### config.mk
export PLATFORM = sky130hd
export DESIGN_NAME = fixed_to_float_packer
export DESIGN_NICKNAME = d
export VERILOG_FILES = /design/src/rtl/fixed_to_float_packer.sv
export SDC_FILE = /design/constraint.sdc
export NUM_CORES = 1
export LEC_CHECK = 0
export CAP_MARGIN = 20
export CORE_ASPECT_RATIO = 1.5
export CORE_MARGIN = 3
export CORE_UTILIZATION = 57
export CTS_CLUSTER_SIZE = 8
export DETAILED_ROUTE_END_ITERATION = 8
export PLACE_DENSITY = 0.84
export SLEW_MARGIN = 20
export SYNTH_ARGS = -nofsm -noshare
export SYNTH_HDL_FRONTEND = slang
export SYNTH_SLANG_ARGS = --single-unit
### constraint.sdc
create_clock -name clk -period 5.6 [get_ports clk]
set_input_delay 0.56 -clock clk [delete_from_list [all_inputs] [get_ports clk]]
set_output_delay 0.56 -clock clk [all_outputs]
set_load 0.02 [all_outputs]
### src/rtl/fixed_to_float_packer.sv
// rtl/fixed_to_float_packer.sv - signed fixed-point to IEEE-754 single converter
// Iterative normalizer: one left shift per enabled cycle, truncating rounding.
module fixed_to_float_packer #(
  parameter int WIDTH = 24
) (
  input  logic             clk,
  input  logic             reset_n,
  input  logic             clk_en,
  input  logic             start,
  input  logic [WIDTH+1:0] dataa,
  output logic [31:0]      result,
  output logic             done,
  output logic             busy
);

  localparam int MSB = WIDTH + 1;
  // Leading one sitting in the MSB of the magnitude weighs 2^(MSB-WIDTH).
  localparam logic [7:0] EXP_INIT = 8'(127 + MSB - WIDTH);

  typedef enum logic {IDLE, NORM} state_t;

  state_t      state, state_nx;
  logic [MSB:0] mag, mag_nx;
  logic [7:0]  exp_q, exp_nx;
  logic        sgn, sgn_nx;
  logic [31:0] result_nx;
  logic        done_nx;
  logic [MSB:0] abs_val;

  // Unsigned magnitude: the most negative input maps onto the MSB without overflow.
  assign abs_val = dataa[MSB] ? (~dataa + (MSB+1)'(1)) : dataa;

  always_comb begin
    state_nx  = state;
    mag_nx    = mag;
    exp_nx    = exp_q;
    sgn_nx    = sgn;
    result_nx = result;
    done_nx   = 1'b0;
    case (state)
      IDLE: begin
        if (start) begin
          sgn_nx   = dataa[MSB];
          mag_nx   = abs_val;
          exp_nx   = EXP_INIT;
          state_nx = NORM;
        end
      end
      NORM: begin
        if (mag == '0) begin
          result_nx = 32'h0000_0000;
          done_nx   = 1'b1;
          state_nx  = IDLE;
        end else if (mag[MSB]) begin
          result_nx = {sgn, exp_q, mag[MSB-1 -: 23]};
          done_nx   = 1'b1;
          state_nx  = IDLE;
        end else begin
          mag_nx = mag << 1;
          exp_nx = exp_q - 8'd1;
        end
      end
      default: state_nx = IDLE;
    endcase
  end

  always_ff @(posedge clk or negedge reset_n) begin
    if (!reset_n) begin
      state  <= IDLE;
      mag    <= '0;
      exp_q  <= '0;
      sgn    <= 1'b0;
      result <= 32'h0000_0000;
      done   <= 1'b0;
    end else if (clk_en) begin
      state  <= state_nx;
      mag    <= mag_nx;
      exp_q  <= exp_nx;
      sgn    <= sgn_nx;
      result <= result_nx;
      done   <= done_nx;
    end
  end

  assign busy = (state == NORM);

endmodule
==> summary.txt <==
Logic synthesis
  – Synthesized instance count: around 360
  – Post-synth top cells: dfrtp_1 (69), a22o_1 (31), o21ai_0 (31)
  – Count of cell types in the netlist: 50
  – Synth Warn #: 0
  – Top cell type's share of synthesized area: roughly half
  – Most common cell in the synthesized netlist: dfrtp_1
  – Number of synthesized register bits: approximately 70
  – Synth area leaders: dfrtp_1 (49%), a22o_1 (7.6%), o21ai_0 (4.4%)
  – Synth area leader: dfrtp_1
  – Cell area after synthesis: between 3000 and 4000 sq um
  – Top FF cell, synth: dfrtp_1
  – Seq/Total Area, Yosys: 48.6%
  – Fraction of registers with async set/reset: 100%
  – Synthesized area per cell: around 10 sq um
  – Synthesized netlist net count: just under 400
  – EDFF count, synth: 0

Setup path
  – Critical path cell sequence: nor2b_1 > o211ai_1 > o21ai_0 > a41oi_1
  – Max stage delay on crit path: 870 ps
  – Max FO, Critical Path: 15
  – Crit-path slowest cell: nor2b_1
  – R2R cell count: 4
  – Worst reg2reg setup slack: around 2700 ps
  – Critical Path AT: about 3100 ps
  – Critical Path End: mag[17]
  – Setup crit start kind: register
  – Worst Setup SP: busy
  – Worst path required time: approximately 5800 ps
  – Critical R2R Launch: busy
  – Setup Crit Path Kind: register to register
  – Worst setup EP type: register
  – Reg-to-Reg End: mag[17]

Place
  – DP Area: ~4200 sq um
  – Inst Count DP: 472
  – Placer congestion estimate: approximately 0.91
  – Port Buffer Count: between 60 and 70
  – Detailed Place HPWL: between 6000 and 7000 microns

Pwr
  – P_leak: roughly 1.8 nW
  – Clock power frac: approximately 22%
  – Seq pwr share: between 40% and 50%
  – Sw frac: ~37%
  – Power consumption: 2.32 mW
  – Maximum vdd drop: 0.207 mV
  – PD cells: between 500 and 600 nW/um^2
  – Logic pwr share: 37.4%
  – Sw Pwr: 861 uW
  – Pint: 1.46 mW

Detailed routing
  – Drt via density: ~6.5
  – TritonRoute pass-1 iters: 5
  – Top sig layer: met4
  – Met3 WL: 619 microns
  – Total wire length: 9180 microns
  – Met2 WL: between 4000 and 5000 microns
  – Post-route DRC: 0
  – Via Count: between 3k and 4k
  – WL/cell: ~19 microns
  – M1 WL: ~3700 microns
  – DRT iter0 DRCs: 359
  – Post-DRT Antenna Nets: 0

GRT
  – Gr usage total: between 20% and 30%
  – Largest net degree at the start of global routing: 70
  – First-pass GRT wire length: roughly 15000 microns
  – Initial antenna violation count: 0
  – Overflow after GRT: 0
  – Vias in the first global route: around 3k

Layout
  – Layout Nets: between 400 and 500
  – Layout fillers: about 430
  – Design area: approximately 4500 sq um
  – Inserted Diodes: 0
  – Synth-to-Final Area Change: 25.7%
  – Final Non-Filler Cells: 488
  – Share of cells above drive strength 1: under 10%

Floorplanning
  – Die Span Y: between 100 and 150 microns
  – Die width: about 70 microns
  – Die ar.: roughly 7200 sq um
  – Core footprint: approximately 6000 sq um
  – Ports: 64
  – Initial Utilization: 60.1%
  – Row count: 34

Worst hold path
  – Worst min path class: input pin to async pin

Timing
  – Final Hold Viols: 0
  – Setup violators final: 0
  – Fin crit share: between 50% and 60%
  – RSZ-0062 raised after global routing: false
  – Final min period: a little under 3000 ps
  – Layout Skew: 6.08 ps
  – Fmax: 345 MHz
  – Final TNS setup: 0 ps
  – Rel. slew slack: 33.0%
  – Slew @ Worst Pin: ~1000 ps
  – Max-slew violation count: 0

Clocking
  – Post-CTS sizing: 0
  – Clock Path Buffers: 2
  – Post-CTS Repair Setup Buffers: 0
  – # clock sinks: 69
  – Hold buffer count at cts: 0
  – CTS tree: yes
  – H-tree Lvls: 3
  – Root Buffer: clkbuf_8
  – Worst-skew pair later-pin latency: approximately 350 ps
  – TritonCTS Buffers: 9
  – CTS clk-pin slew, worst paths: 70 ps

Status
  – Status: finished clean

Job
  – Max-Cap Viols: 0
-- sequential cells by signal (all words and copies together) (netlist names) --
name    count
busy        1
done        1
exp_q       8
mag        26
result     32
sgn         1
-- cell usage in the layout (no fill, tap or decap), types with 4 or more instances in the layout --
cell type         n
xnor2_1          11
xor2_1            5
o21ai_0          31
nand2_1          28
or2_2             5
or3_1             8
or4_1             7
nor4_1           11
a22o_1           31
inv_1             8
nor3b_1           4
clkbuf_8         12
o211ai_1          5
o221ai_1          5
nor2_1           25
o31ai_1           4
o41ai_1           5
clkdlybuf4s50_1  62
a22oi_1          10
a31oi_1           7
dfrtp_1          69
a21oi_1          10
nor3_1            6
-- area by class of cell --
| cell class | instances | area, sq um | share of cell area, % |
|---|---|---|---|
| clock inverter | 3 | 90.1 | 2.02 |
| inverter | 9 | 33.8 | 0.756 |
| multi-input combinational | 257 | 1720 | 38.4 |
| timing repair buffer | 65 | 641 | 14.3 |
| tap | 72 | 90.1 | 2.02 |
| clock buffer | 13 | 169 | 3.78 |
| sequential | 69 | 1730 | 38.7 |
-- stage by stage --
step                utilization [%]  setup slack (ps)  hold slack (ps)
floorplan                         -              3190              264
global placement               71.0              2640              463
detailed placement             71.0              2590              494
CTS                            75.4              2740              429
global route                   75.5              2400              472
finish                         75.5              2700              404
-- critical path, delay by kind of cell (launching register included) --
kind               cells  cell delay (ps)
AOI/OAI and AO/OA      3             1190
and+or+nand+nor        1              870
DFF                    1              690
-- power groups by stage --
| stage | Sequential (mW) | Combinational, mW | Clock (mW) |
|---|---|---|---|
| 2_1_floorplan | 0.989 | 0.412 | 0 |
| 3_3_place_gp | 0.923 | 0.834 | 0 |
| 3_5_place_dp | 0.935 | 0.858 | 0 |
| 4_1_cts | 0.931 | 0.871 | 0.518 |
| 5_1_grt | 0.964 | 0.946 | 0.545 |
| 6_report | 0.938 | 0.869 | 0.516 |
-- worst min path at each step --
| stage | end | slack (ps) | depth (start not counted) |
|---|---|---|---|
| after global routing | sgn | 470 | 2 |
| after floorplan | busy | 260 | 0 |
| after CTS | sgn | 430 | 2 |
| after global placement | sgn | 460 | 2 |
| final | sgn | 400 | 2 |
| after detailed placement | result[22] | 490 | 1 |
-- layer usage --
layer  up-vias  GRT usage, %
li1       1476             -
met1      1533          33.0
met2       144          45.4
met3        17          5.17
met4         0          11.1
met5         -             0
-- cell families (layout without fill, tap and decap cells) --
family | Yosys count | after routing | share of synthesized area, %
fa+ha+maj | 2 | 2 | 0.704
simple gates | 110 | 110 | 16.5
compound gates | 126 | 126 | 26.0
mux | 3 | 3 | 0.880
xor+xnor | 16 | 16 | 3.94
flops | 69 | 69 | 48.6
buf+inv | 32 | 90 | 3.45
(Power assumes the default switching activity.)
